<file path="config.mk">
export PLATFORM = sky130hd
export DESIGN_NAME = uart_tx_peripheral
export DESIGN_NICKNAME = d
export VERILOG_FILES = /design/src/rtl/uart_tx_peripheral_pkg.sv /design/src/rtl/uart_tx_peripheral_sync_fifo.sv /design/src/rtl/uart_tx_peripheral.sv
export SDC_FILE = /design/constraint.sdc
export NUM_CORES = 1
export LEC_CHECK = 0
export ABC_AREA = 1
export BUFFER_PORTS_ARGS = -buffer_cell sky130_fd_sc_hd__buf_4
export CORE_MARGIN = 3
export CORE_UTILIZATION = 39
export CTS_CLUSTER_DIAMETER = 40
export DETAILED_ROUTE_END_ITERATION = 8
export GPL_ROUTABILITY_DRIVEN = 0
export PLACE_DENSITY = 0.56
export RECOVER_POWER = 50
export SETUP_SLACK_MARGIN = 0.1
export SYNTH_ARGS = -nofsm -noshare
export SYNTH_HDL_FRONTEND = slang
export SYNTH_SLANG_ARGS = --single-unit
</file>
<file path="constraint.sdc">
create_clock -name clock -period 3.3 [get_ports clock]
set_input_delay 0.165 -clock clock [delete_from_list [all_inputs] [get_ports clock]]
set_output_delay 0.165 -clock clock [all_outputs]
set_load 0.05 [all_outputs]
</file>
<file path="src/rtl/uart_tx_peripheral_pkg.sv">
`default_nettype none
// +----------------------------------------------------------------------------+
// | uart_tx_peripheral_pkg : memory map, FSM encoding and status-word layout    |
// | Rev 1.0                                                                    |
// +----------------------------------------------------------------------------+
package uart_tx_peripheral_pkg;

   localparam logic [31:0] UART_DATA_ADDR   = 32'h1000_0000;
   localparam logic [31:0] UART_STATUS_ADDR = 32'h1000_0004;

   // Read-data source select used by the memory controller's return mux.
   localparam logic [1:0] DSRC_RAM  = 2'd0;
   localparam logic [1:0] DSRC_ROM  = 2'd1;
   localparam logic [1:0] DSRC_UART = 2'd2;

   typedef enum logic [1:0] {
      UART_IDLE  = 2'd0,
      UART_START = 2'd1,
      UART_DATA  = 2'd2,
      UART_STOP  = 2'd3
   } uart_state_e;

   localparam int STAT_FULL_BIT     = 0;
   localparam int STAT_EMPTY_BIT    = 1;
   localparam int STAT_BUSY_BIT     = 2;
   localparam int STAT_OVERFLOW_BIT = 3;

   function automatic logic [7:0] uart_status_word(input logic full, input logic empty,
                                                   input logic busy, input logic ovf);
      logic [7:0] w;
      w = 8'h00;
      w[STAT_FULL_BIT]     = full;
      w[STAT_EMPTY_BIT]    = empty;
      w[STAT_BUSY_BIT]     = busy;
      w[STAT_OVERFLOW_BIT] = ovf;
      return w;
   endfunction

endpackage
`default_nettype wire

</file>
<file path="src/rtl/uart_tx_peripheral_sync_fifo.sv">
`default_nettype none
// +----------------------------------------------------------------------------+
// | sync_fifo : register-array FIFO with occupancy count, guarded push/pop      |
// | Rev 1.0                                                                    |
// +----------------------------------------------------------------------------+
module sync_fifo #(
   parameter int WIDTH   = 8,
   parameter int DEPTH   = 8,
   parameter int COUNT_W = $clog2(DEPTH) + 1
) (
   input  logic               clock,
   input  logic               reset,
   input  logic               push_i,
   input  logic               pop_i,
   input  logic [WIDTH-1:0]   data_i,
   output logic [WIDTH-1:0]   data_o,
   output logic               full_o,
   output logic               empty_o,
   output logic [COUNT_W-1:0] count_o
);
   localparam int c_ptr_w = $clog2(DEPTH);

   logic [WIDTH-1:0]   mem_q [DEPTH];
   logic [c_ptr_w-1:0] wr_ptr_q;
   logic [c_ptr_w-1:0] rd_ptr_q;
   logic [COUNT_W-1:0] count_q;
   logic               w_push_ok;
   logic               w_pop_ok;

   assign w_push_ok = push_i && !full_o;
   assign w_pop_ok  = pop_i && !empty_o;

   // Storage needs no reset: the count alone decides which entries are live.
   always_ff @(posedge clock) begin
      if (w_push_ok) mem_q[wr_ptr_q] <= data_i;
   end

   always_ff @(posedge clock or negedge reset) begin
      if (!reset) begin
         wr_ptr_q <= '0;
         rd_ptr_q <= '0;
         count_q  <= '0;
      end else begin
         if (w_push_ok) wr_ptr_q <= wr_ptr_q + c_ptr_w'(1);
         if (w_pop_ok)  rd_ptr_q <= rd_ptr_q + c_ptr_w'(1);
         case ({w_push_ok, w_pop_ok})
            2'b10:   count_q <= count_q + COUNT_W'(1);
            2'b01:   count_q <= count_q - COUNT_W'(1);
            default: count_q <= count_q;
         endcase
      end
   end

   assign data_o  = mem_q[rd_ptr_q];
   assign full_o  = (count_q == COUNT_W'(DEPTH));
   assign empty_o = (count_q == '0);
   assign count_o = count_q;

endmodule
`default_nettype wire

</file>
<file path="src/rtl/uart_tx_peripheral.sv">
`default_nettype none
// +----------------------------------------------------------------------------+
// | uart_tx_peripheral : memory-mapped 8N1 transmitter with transmit FIFO       |
// | Rev 1.0                                                                    |
// +----------------------------------------------------------------------------+
module uart_tx_peripheral
   import uart_tx_peripheral_pkg::*;
#(
   parameter int CLKS_PER_BIT = 234,
   parameter int FIFO_DEPTH   = 8,
   parameter int COUNT_WIDTH  = $clog2(FIFO_DEPTH) + 1
) (
   input  logic                   clock,
   input  logic                   reset,
   input  logic                   write_enable,
   input  logic [7:0]             write_data,
   input  logic                   clear_overflow,
   output logic                   tx,
   output logic                   tx_busy,
   output logic                   fifo_full,
   output logic                   fifo_empty,
   output logic [COUNT_WIDTH-1:0] fifo_count,
   output logic                   overflow
);
   localparam int c_baud_w = (CLKS_PER_BIT > 1) ? $clog2(CLKS_PER_BIT) : 1;

   uart_state_e         state_q;
   logic [c_baud_w-1:0] baud_q;
   logic [2:0]          bit_idx_q;
   logic [7:0]          shift_q;
   logic                tx_q;
   logic                overflow_q;
   logic                overflow_d;

   logic                w_baud_end;
   logic                w_pop;
   logic                w_full;
   logic                w_empty;
   logic [7:0]          w_head;

   sync_fifo #(
      .WIDTH   (8),
      .DEPTH   (FIFO_DEPTH),
      .COUNT_W (COUNT_WIDTH)
   ) u_fifo (
      .clock   (clock),
      .reset   (reset),
      .push_i  (write_enable),
      .pop_i   (w_pop),
      .data_i  (write_data),
      .data_o  (w_head),
      .full_o  (w_full),
      .empty_o (w_empty),
      .count_o (fifo_count)
   );

   assign w_baud_end = (baud_q == c_baud_w'(CLKS_PER_BIT - 1));
   // Pops line up exactly with the FSM's IDLE->START and STOP->START loads below.
   assign w_pop = !w_empty &&
                  ((state_q == UART_IDLE) || ((state_q == UART_STOP) && w_baud_end));

   always_ff @(posedge clock or negedge reset) begin
      if (!reset) begin
         state_q   <= UART_IDLE;
         baud_q    <= '0;
         bit_idx_q <= '0;
         shift_q   <= '0;
         tx_q      <= 1'b1;
      end else begin
         case (state_q)
            UART_IDLE: begin
               tx_q   <= 1'b1;
               baud_q <= '0;
               if (!w_empty) begin
                  shift_q <= w_head;
                  state_q <= UART_START;
                  tx_q    <= 1'b0;
               end
            end
            UART_START: begin
               if (w_baud_end) begin
                  baud_q    <= '0;
                  bit_idx_q <= '0;
                  state_q   <= UART_DATA;
                  tx_q      <= shift_q[0];
               end else begin
                  baud_q <= baud_q + c_baud_w'(1);
               end
            end
            UART_DATA: begin
               if (w_baud_end) begin
                  baud_q <= '0;
                  if (bit_idx_q == 3'd7) begin
                     state_q <= UART_STOP;
                     tx_q    <= 1'b1;
                  end else begin
                     bit_idx_q <= bit_idx_q + 3'd1;
                     shift_q   <= shift_q >> 1;
                     tx_q      <= shift_q[1];
                  end
               end else begin
                  baud_q <= baud_q + c_baud_w'(1);
               end
            end
            UART_STOP: begin
               if (w_baud_end) begin
                  baud_q <= '0;
                  if (!w_empty) begin
                     shift_q <= w_head;
                     state_q <= UART_START;
                     tx_q    <= 1'b0;
                  end else begin
                     state_q <= UART_IDLE;
                  end
               end else begin
                  baud_q <= baud_q + c_baud_w'(1);
               end
            end
            default: begin
               state_q <= UART_IDLE;
               tx_q    <= 1'b1;
            end
         endcase
      end
   end

   // A dropped write outranks a simultaneous clear so no overflow goes unreported.
   always_comb begin
      overflow_d = overflow_q;
      if (clear_overflow)         overflow_d = 1'b0;
      if (write_enable && w_full) overflow_d = 1'b1;
   end

   always_ff @(posedge clock or negedge reset) begin
      if (!reset) overflow_q <= 1'b0;
      else        overflow_q <= overflow_d;
   end

   assign tx         = tx_q;
   assign tx_busy    = (state_q != UART_IDLE);
   assign fifo_full  = w_full;
   assign fifo_empty = w_empty;
   assign overflow   = overflow_q;

endmodule
`default_nettype wire

</file>
==> flow_summary.ini <==
[outcome]
outcome = complete, but fails checks
failing_checks = max-capacitance violations, max-slew violations

[global_route]
track_usage_pct = 15.5
gr-total-overflow = 0
grt_antenna_before_repair = 0
grt_pass1_vias = 2868
grt_pass1_wl_um = 14800
grt_start_max_net_pins = 36

[clock_network]
clock_tree.htree_level_count = 3
ctsRootBufferMaster = clkbuf_16
clock-sinks = 97
cts_inserted_buffers = 9
cts_tree = done
cts_post_setup_buffers_inserted = 0
clock_latency_ps = 340
cts_buffer_depth = 2
path_clk_slew_ps = 70

[synthesis]
ys_types = 32
avgSynthCellArea_sq_um = 10.1
yosys_warnings = 0
syn-num-nets = 465
async_flop_share_pct = 34.0
synth_edf_count = 64
netlist_area_sq_um = 4410
synth_sequential_area_ratio_pct = 62.3
synth_top_cell_by_area = edfxtp_1
post-synth-top-area-fraction_pct = 43.6
synth.top_cells.by_area = edfxtp_1, dfrtp_1, nand2_1, nand3_1, ha_1
synth_register_bits = 97
post_synth_inst_count = 438
synth_flop_cell = edfxtp_1

[finish]
layout_common_cells = nand2_1, edfxtp_1, nand3_1, nor2_1, inv_1
commonest_non_fill_non_tap_cell_in_the_layout = nand2_1
drive_gt1_share_pct = 10.4
finalNetCount = 492
syn2layout_area_growth_pct = 12.4
final_util_pct = 45.3
insertedDiodeCount = 0
final_cell_area_sq_um = 4960
fill_cells = 1041

[timing]
final_period_minus_worst_setup_slack_ps = 2430
final_min_period_over_clock_period_pct = 73.6
report.final.hold_viol_count = 0
worstMarginPinSlew_ps = 1870
setup_ws_ps = 870
grt_setup_unrepaired = false
finalSetupViolations = 0
max_freq_mhz = 411
timing_max_transition_violations_final = 34
max-slew-margin-rel_pct = -24.8
clock_skew_ps = 7.69
timing.setup.tns_ps = 0

[worst_setup_path]
class_of_the_most_critical_setup_path = flip-flop to flip-flop
required_ps = 3540
worst_ep_arrival_time_ps = 2670
critPathLaunchType = flip-flop
setup_slack_of_the_worst_register_to_register_path_ps = 870
critical_path.endpoint_type = flip-flop
path_max_fanout = 6

[drt]
antenna_violating_nets_post_route = 0
remaining_drc_errors = 0
avgRoutedWirePerCell_um = 14.9
drt_wl_total_um = 9100
vias = 2967
route.detailed.vias_per_inst = 4.86
detail_route.iter0.violations = 259
drt_pass1_iterations = 7

[placement]
dp_hpwl_um = 5650
portBuffers = 20
place_worst_setup_slack_ps = 846
postPlaceCellArea_sq_um = 4720

[min_path]
hold_path_class = primary input to flip-flop

[floorplanning]
initial_utilization_pct = 40.3
floorplan_core_area_sq_um = 10900
die_height_um = 112
die_area_sq_um = 12600
top_level_ports = 21
die_width_um = 112
placementRows = 38

[power_and_ir_drop]
vdd_drop_max_v = 0.000414
p_leak_nw = 2.11
power.density_nw_per_um2 = 922
totalPowerFinal_mw = 4.57

[job]
max-cap-violations = 1
[routing by layer]
layer	wire (um)	global-route usage [%]	part of all wire (%)
met5	0	0	0
met2	4390	25.3	48
met1	4200	19.7	46
met4	219	8.09	2.4
met3	297	3.13	3.3
[what timing repair did]
action,4_1_cts,5_1_grt
setup endpoints to repair,0,0
hold buffers,1,0
resized for setup,0,0
hold endpoints to repair,32,0
[report_power, final]
group | total, mW | internal, mW | switching (mW)
Sequential | 1.75 | 1.59 | 0.163
Clock | 0.969 | 0.513 | 0.456
Combinational | 1.86 | 0.580 | 1.28
[final timing paths]
check,startpoint,end,cells after the start
setup / recovery,baud_q[1],u_fifo.count_o[3],18
hold / removal,clear_overflow,overflow,2
setup reg to reg,baud_q[1],u_fifo.count_o[3],18
hold reg to reg,tx,tx,2
max in group asynchronous,reset,u_fifo.wr_ptr_q[2],2
min in group asynchronous,reset,baud_q[2],2
[synth_stat cells, drive strengths merged (2+ instances only)]
library cell  number
nand2            130
edfxtp            64
nand3             56
nor2              46
inv               38
dfrtp             32
o21ai             20
ha                14
buf               12
a21oi              7
xnor2              5
nor3               2
o211ai             2
or2                2
xor2               2
[flip-flops by register name, indices dropped and copies added, names as in the netlist]
register / flops
u_fifo.mem_q: 64
baud_q: 8
shift_q: 8
u_fifo.count_o: 4
bit_idx_q: 3
u_fifo.rd_ptr_q: 3
u_fifo.wr_ptr_q: 3
state_q: 2
overflow: 1
tx: 1
[metrics by stage]
step	hold WS, ps	instances
5_1_grt	16.3	610
6_report	18.2	610
3_3_place_gp	143	593
4_1_cts	6.85	610
3_5_place_dp	146	593
2_1_floorplan	-131	438
[layout make-up]
class	instances	area [sq um]	area share, %
Inverter	38	143	2.88
Clock buffer	10	229	4.62
Multi-Input combinational cell	290	1450	29.2
Sequential cell	97	2750	55.4
Timing Repair Buffer	29	175	3.53
Clock inverter	6	41.3	0.833
Tap cell	140	175	3.53
[critical path, stage by stage, from the launching register on]
cell     delay, ps
dfrtp_1        390
inv_1           60
ha_1           140
nand2_1         50
nor2_1         170
nand2_4        110
o21ai_2        160
nand2_2        100
inv_1           90
ha_1           230
ha_1           260
nand2_1         60
inv_1           30
o21ai_0        200
nand2_1         80
nand2_1         60
nand2_1         40
nand2_1         50
nand2_1         40
[cells by family (layout without fill, tap and decap cells)]
logic type | Yosys count | after routing | share of synthesized area, %
fa+ha+maj | 15 | 15 | 4.42
flops | 97 | 97 | 62.3
compound gates | 29 | 29 | 3.57
simple gates | 239 | 239 | 23.4
buf+inv | 51 | 83 | 4.91
xor+xnor | 7 | 7 | 1.39
Note: power is estimated with default switching activity, not from simulation.
